===== src/rtl/display_scan_mux.sv =====
// Time-multiplexed digit scanner: steps through NUM_DIGITS digits of a selectable
// source, with leading-zero suppression, per-digit blink and registered outputs.
module display_scan_mux #(
  parameter int NUM_DIGITS = 4,
  parameter int NUM_SRC    = 3,
  parameter int DIGIT_W    = 4,
  parameter int PRESCALE   = 1000,
  parameter int BLINK_DIV  = 64
) (
  input  logic                                    clk,
  input  logic                                    rst,
  input  logic [NUM_SRC*NUM_DIGITS*DIGIT_W-1:0]   src_bus,
  input  logic [((NUM_SRC > 1) ? $clog2(NUM_SRC) : 1)-1:0] mode_sel,
  input  logic [NUM_DIGITS-1:0]                   blink_mask,
  input  logic                                    lz_en,
  output logic [DIGIT_W-1:0]                      digit_out,
  output logic [NUM_DIGITS-1:0]                   digit_en,
  output logic                                    blank_out,
  output logic                                    frame_tick
);

  localparam int SEL_W = (NUM_SRC > 1) ? $clog2(NUM_SRC) : 1;
  localparam int PW    = $clog2(PRESCALE);
  localparam int IW    = $clog2(NUM_DIGITS);
  localparam int BW    = (BLINK_DIV > 1) ? $clog2(BLINK_DIV) : 1;

  localparam logic [PW-1:0] PRESC_LAST = PW'(PRESCALE - 1);
  localparam logic [IW-1:0] IDX_LAST   = IW'(NUM_DIGITS - 1);
  localparam logic [BW-1:0] BLINK_LAST = BW'(BLINK_DIV - 1);

  logic [PW-1:0]         presc_q, presc_d;
  logic [IW-1:0]         idx_q, idx_d;
  logic [BW-1:0]         bcnt_q, bcnt_d;
  logic                  phase_q, phase_d;
  logic [SEL_W-1:0]      src_q, src_d;
  logic [DIGIT_W-1:0]    dout_q, dout_d;
  logic [NUM_DIGITS-1:0] den_q, den_d;
  logic                  blank_q, blank_d;

  logic                  step;
  logic                  wrap;
  logic                  all_zero;
  logic                  blank_now;
  logic [NUM_DIGITS-1:0] supp;
  logic [DIGIT_W-1:0]    digs [NUM_DIGITS];

  always_comb begin
    step = (presc_q == PRESC_LAST);
    wrap = step && (idx_q == IDX_LAST);

    presc_d = step ? '0 : presc_q + 1'b1;
    idx_d   = idx_q;
    if (step) idx_d = wrap ? '0 : idx_q + 1'b1;

    // Source and blink state only move at the frame boundary.
    src_d   = src_q;
    bcnt_d  = bcnt_q;
    phase_d = phase_q;
    if (wrap) begin
      if (32'(mode_sel) < NUM_SRC) src_d = mode_sel;
      if (bcnt_q == BLINK_LAST) begin
        bcnt_d  = '0;
        phase_d = ~phase_q;
      end else begin
        bcnt_d = bcnt_q + 1'b1;
      end
    end
  end

  // Digits of the active source, scanned top-down to find the all-zero prefix.
  always_comb begin
    all_zero = 1'b1;
    supp     = '0;
    for (int d = NUM_DIGITS - 1; d >= 0; d--) begin
      digs[d]  = src_bus[(int'(src_q) * NUM_DIGITS + d) * DIGIT_W +: DIGIT_W];
      all_zero = all_zero & (digs[d] == '0);
      supp[d]  = lz_en && (d >= 1) && all_zero;
    end
  end

  always_comb begin
    blank_now = supp[idx_q] | (blink_mask[idx_q] & phase_q);
    if (blank_now) begin
      den_d   = '0;
      dout_d  = '0;
      blank_d = 1'b1;
    end else begin
      den_d   = NUM_DIGITS'(1) << idx_q;
      dout_d  = digs[idx_q];
      blank_d = 1'b0;
    end
  end

  always_ff @(posedge clk) begin
    if (rst) begin
      presc_q <= '0;
      idx_q   <= '0;
      bcnt_q  <= '0;
      phase_q <= 1'b0;
      src_q   <= '0;
      dout_q  <= '0;
      den_q   <= '0;
      blank_q <= 1'b1;
    end else begin
      presc_q <= presc_d;
      idx_q   <= idx_d;
      bcnt_q  <= bcnt_d;
      phase_q <= phase_d;
      src_q   <= src_d;
      dout_q  <= dout_d;
      den_q   <= den_d;
      blank_q <= blank_d;
    end
  end

  assign digit_out  = dout_q;
  assign digit_en   = den_q;
  assign blank_out  = blank_q;
  // High during the cycle whose closing edge wraps the scan index to 0.
  assign frame_tick = wrap & ~rst;

endmodule


===== config.mk =====
export PLATFORM = sky130hd
export DESIGN_NAME = display_scan_mux
export DESIGN_NICKNAME = d
export VERILOG_FILES = /design/src/rtl/display_scan_mux.sv
export SDC_FILE = /design/constraint.sdc
export NUM_CORES = 1
export LEC_CHECK = 0
export ABC_AREA = 1
export ABC_CLOCK_PERIOD_IN_PS = 1400
export CORE_UTILIZATION = 30
export CTS_BUF_LIST = sky130_fd_sc_hd__clkbuf_4 sky130_fd_sc_hd__clkbuf_8
export CTS_CLUSTER_SIZE = 30
export DETAILED_ROUTE_END_ITERATION = 16
export PLACE_DENSITY = 0.7
export SYNTH_ARGS = -nofsm -noshare
export SYNTH_HDL_FRONTEND = slang
export SYNTH_SLANG_ARGS = --single-unit

===== constraint.sdc =====
create_clock -name clk -period 1.4 [get_ports clk]
set_input_delay 0.21 -clock clk [delete_from_list [all_inputs] [get_ports clk]]
set_output_delay 0.21 -clock clk [all_outputs]
set_load 0.02 [all_outputs]

==> Yosys cells after proc, flatten, opt, wreduce, memory -nomap -nowiden <==
Index checks and enable logic that the tools add are counted.
W data, S select, Z words.
{ "word_totals": {"regBits": 30, "input_bits": 57, "out_inout_bits": 10} }
{ "classes": {"add_sub_neg": 6, "n_lt_le_gt_ge": 3, "eq_ne": 3, "n_shift": 5, "muxes": 10, "bitwise_logic": 8, "n_reduce_logical": 11} }
{ "ops": {"columns": ["cell", "n"], "rows": [
  ["$shiftx A48 B8 Y4", 3],
  ["$shiftx A48 B7 Y4", 1],
  ["$logic_not A4 Y1", 3],
  ["$add A10 B1 Y10 const B", 1],
  ["$add A4 B2 Y5 const B", 2],
  ["$eq A10 B10 Y1 const B", 1],
  ["$bmux W4 S2", 1],
  ["$mux W4", 2],
  ["$add A6 B1 Y6 const B", 1],
  ["$eq A6 B6 Y1 const B", 1],
  ["$mux W6", 1],
  ["$add A4 B1 Y5 const B", 1],
  ["$and A1 B1 Y1", 4],
  ["$bmux W1 S2", 2],
  ["$logic_and A1 B1 Y1", 4],
  ["$reduce_and A2 Y1", 2],
  ["$reduce_or A2 Y1", 2],
  ["$shl A1 B2 Y4 const A", 1],
  ["$ge A3 B3 Y1 const B", 1],
  ["$lt A2 B3 Y1 const B", 1],
  ["$mux W1", 3],
  ["$not A2 Y3", 1],
  ["$add A2 B1 Y2 const B", 1],
  ["$eq A2 B2 Y1 const B", 1],
  ["other kinds (4)", 5]
]} }

==> Logic depth before layout (Yosys ltp) <==
{ "depth": {"ltp_word": 10, "mapped_depth": 13, "ltp_nobuf": 11} }

==> Worst setup path before layout <==
Ideal clock, no wire load.
{ "synth_timing": {"kind": "reg2out", "from": "reg presc_q[0]", "to": "out frame_tick", "arrival_ns": 1.232, "required_ns": 1.190, "slack_ns": -0.042, "stages_incl_launch_ff": 6, "cell_sequence": "dfxtp_1 > ha_1 > nand3b_1 > nor2_2 > nand3_2 > nor2_1"} }
{ "synth_between": {"elab_chain_cells": 3} }
{ "synth_rtl": {"columns": ["item", "line_no", "source"], "rows": [
  ["start: declaration", "31", "logic [PW-1:0] presc_q, presc_d;"],
  ["start signal: assignment", "105", "presc_q <= presc_d;"],
  ["$eq A10 B10 Y1", "48", "step = (presc_q == PRESC_LAST);"],
  ["$logic_and A1 B1 Y1", "49", "wrap = step && (idx_q == IDX_LAST);"],
  ["$and A1 B1 Y1", "120", "assign frame_tick = wrap & ~rst;"],
  ["end: declaration", "19", "output logic frame_tick"]
]} }
No other way between the ends.

==> Worst setup path in the final report <==
{ "layout_timing": {"from": "reg presc_q[1]", "to": "out frame_tick"} }
The elaborated chain is that of the path after synthesis.

==> results.tsv <==
metric	value	unit
Die Span X	79.93	microns
core box area	5886	sq um
Seq cells post-synth	30	
ratio of cells with drive above 1 in the final layout	0.2316	
sinks on the clock net	30	
Netlist cell types	37	
Hold EP	presc_q[9]	
maximum vdd ir drop	0.4896	mV
Power per Cell Area	633.2	nW/um^2
min cycle time layout	1.580	ns
Cell Area, Synth	1822	sq um
pre-CTS setup slack	-0.3616	ns
final setup vio count	14	
Final Max Slew Viols	0	
Max H-tree Level	2	
max_cap viols	0	
antenna viol nets, final	0	
clk buf depth	2	
first-pass GRT wire length	8293	microns
largest net degree at the start of global routing	18	
starting density of the core	0.3095	
post-DP HPWL	3920	microns
failing checks	negative setup slack	
row count	28	
Die ar.	6388	sq um
crit path capture type	output pin	
initial antenna violation count	0	
CTS tree	done	
root buf cell	clkbuf_8	
initial drt markers	74	
reg2reg setup slack	-0.15	ns
Design Area, Final	3079	sq um
Overflow after GRT	0	
Syn Nets	345	
num ports	67	
yosys warns	0	
Pleak	0.001431	uW
Hold-fix buffers, CTS	0	
required time of the critical path	1.19	ns
GP Congestion	0.8043	
Final WS setup	-0.1804	ns
worst min-delay path class	reg -> reg	
syn_area_per_cell	6.392	sq um
reg2reg start	presc_q[1]	
Die Y	79.93	microns
Critical Path Source Type	flip-flop	
Worst Path Max Fanout	2	
worst r2r path cells	7	
Num CTS Buffers	5	
Nets	452	
EDFF count, synth	0	
top_reg_cell synth	dfxtp_1	
CP arrival	1.37	ns
final WL	5208	microns
number of hold violations in the final report	0	
DRC	0	
Syn Inst Count	285	
hold depth	2	
outcome	finished with violations	
worst-margin pin slew	0.2567	ns
Fmax	632.8	MHz
I/O Buffers	66	
RSZ-0062 raised after global routing	yes	
Final period util	1.129	
via count	2092	
DR pass1 iterations	4	
GRT Util Overall	0.1680	
worst-skew pair later-pin latency	0.29	ns
Setup CP Type	reg -> out	
Syn-to-layout area delta	69.02	%
Hold Path Origin	presc_q[9]	
drt via density	4.470	
Clock Skew	0.006844	ns
Avg WL per Cell	11.13	microns
n_diodes	0	
Clock transition at path regs	0.07	ns
vias in the first global route	1887	
Reg2Reg Capture Point	src_q[0]	
asr flop ratio synth	0	
Seq/Total Area, Yosys	0.3297	
placed inst area	2808	sq um
slew margin rel.	0.8276	
==> sequential cells by signal, summed over array words and instances, names as in the netlist <==
name,count
digit_en,4
src_q,2
blank_out,1
presc_q,10
bcnt_q,6
phase_q,1
idx_q,2
digit_out,4
==> area by class of cell <==
class	instances	area, sq um
Fill cell	590	2806
Multi-Input combinational cell	207	1120
Timing Repair Buffer	106	982.2
Sequential cell	30	610.6
Inverter	41	170.2
Tap cell	75	93.84
Clock buffer	7	90.09
Timing Repair inverter	1	7.507
Clock inverter	1	5.005
==> cell usage after synthesis, types with 3 or more instances <==
library cell / count / area share
a21oi_1: 13 / 0.036
a31oi_1: 3 / 0.010
buf_6: 3 / 0.019
dfxtp_1: 30 / 0.33
ha_1: 3 / 0.021
inv_1: 39 / 0.080
nand2_1: 76 / 0.16
nand3_1: 16 / 0.044
nor2_1: 49 / 0.10
nor3_1: 5 / 0.014
o21ai_0: 14 / 0.038
or2_1: 3 / 0.010
==> worst max-delay path by stage <==
stage | start | end | slack (ns) | cells past startpoint
after floorplan | presc_q[0] | bcnt_q[5] | 0.01 | 7
after global placement | presc_q[0] | frame_tick | -0.33 | 6
after detailed placement | presc_q[0] | frame_tick | -0.36 | 6
after CTS | presc_q[1] | frame_tick | -0.20 | 6
after global routing | presc_q[1] | frame_tick | -0.27 | 6
final | presc_q[1] | frame_tick | -0.18 | 6
==> repair_timing <==
item	in CTS	in global routing
resized for setup	31	29
hold endpoints to repair	0	0
setup endpoints to repair	25	30
buffers inserted	2	0
pin swaps	8	14
gates cloned	1	0
==> critical path, stage by stage (launching register included) <==
cell	delay, ns
dfxtp_2	0.35
ha_4	0.14
nand3b_1	0.08
nor2_2	0.16
nand3_2	0.12
nor2_4	0.12
buf_6	0.12
==> placed cells by master, fill, tap and decap left out, drive strengths merged, types with 2 or more instances in the layout <==
master,n
nand2,79
clkdlybuf4s50,56
nor2,51
buf,41
inv,40
dfxtp,30
nand3,18
o21ai,15
a21oi,14
dlygate4sd2,7
clkbuf,7
nor3,5
or2,3
a31oi,3
ha,3
clkinvlp,2
o211ai,2
xnor2,2
dlymetal6s2s,2
a211oi,2
==> where the power goes <==
| part | internal, uW | leakage [uW] | switching (uW) |
|---|---|---|---|
| Clock | 415 | 0.0000517 | 328 |
| Combinational | 213 | 0.00113 | 116 |
| Sequential | 868 | 0.000246 | 8.75 |
==> metrics by stage <==
step / hold slack (ns) / total power, uW / instances / utilization / setup TNS [ns]
floorplan: 0.2824 / 988.4 / 285 / - / 0
CTS: 0.4699 / 1954 / 468 / 0.5057 / -0.7756
global placement: 0.4561 / 1210 / 457 / 0.4770 / -1.687
finish: 0.4693 / 1950 / 468 / 0.5232 / -0.8235
global route: 0.4873 / 2040 / 468 / 0.5232 / -2.907
detailed placement: 0.4603 / 1212 / 457 / 0.4770 / -2.211
==> cell families (layout without fill, tap and decap cells) <==
logic type,after synthesis,count (layout),share of synthesized area
DFF,30,30,0.3297
AOI/OAI and AO/OA,40,40,0.1298
and+or+nand+nor,161,161,0.3778
buffers and inverters,48,156,0.1277
xor gates and xnor gates,3,3,0.01443
adders and majority gates,3,3,0.02061
==> routing by layer <==
layer | track usage | vias to the layer above | part of all wire
li1 | - | 1109 | -
met3 | 0.04800 | 14 | 0.054
met4 | 0.05714 | 0 | 0.022
met2 | 0.2838 | 57 | 0.46
met5 | 0 | - | 0
met1 | 0.2023 | 912 | 0.46
No activity file was read; power rests on OpenSTA's default activity.
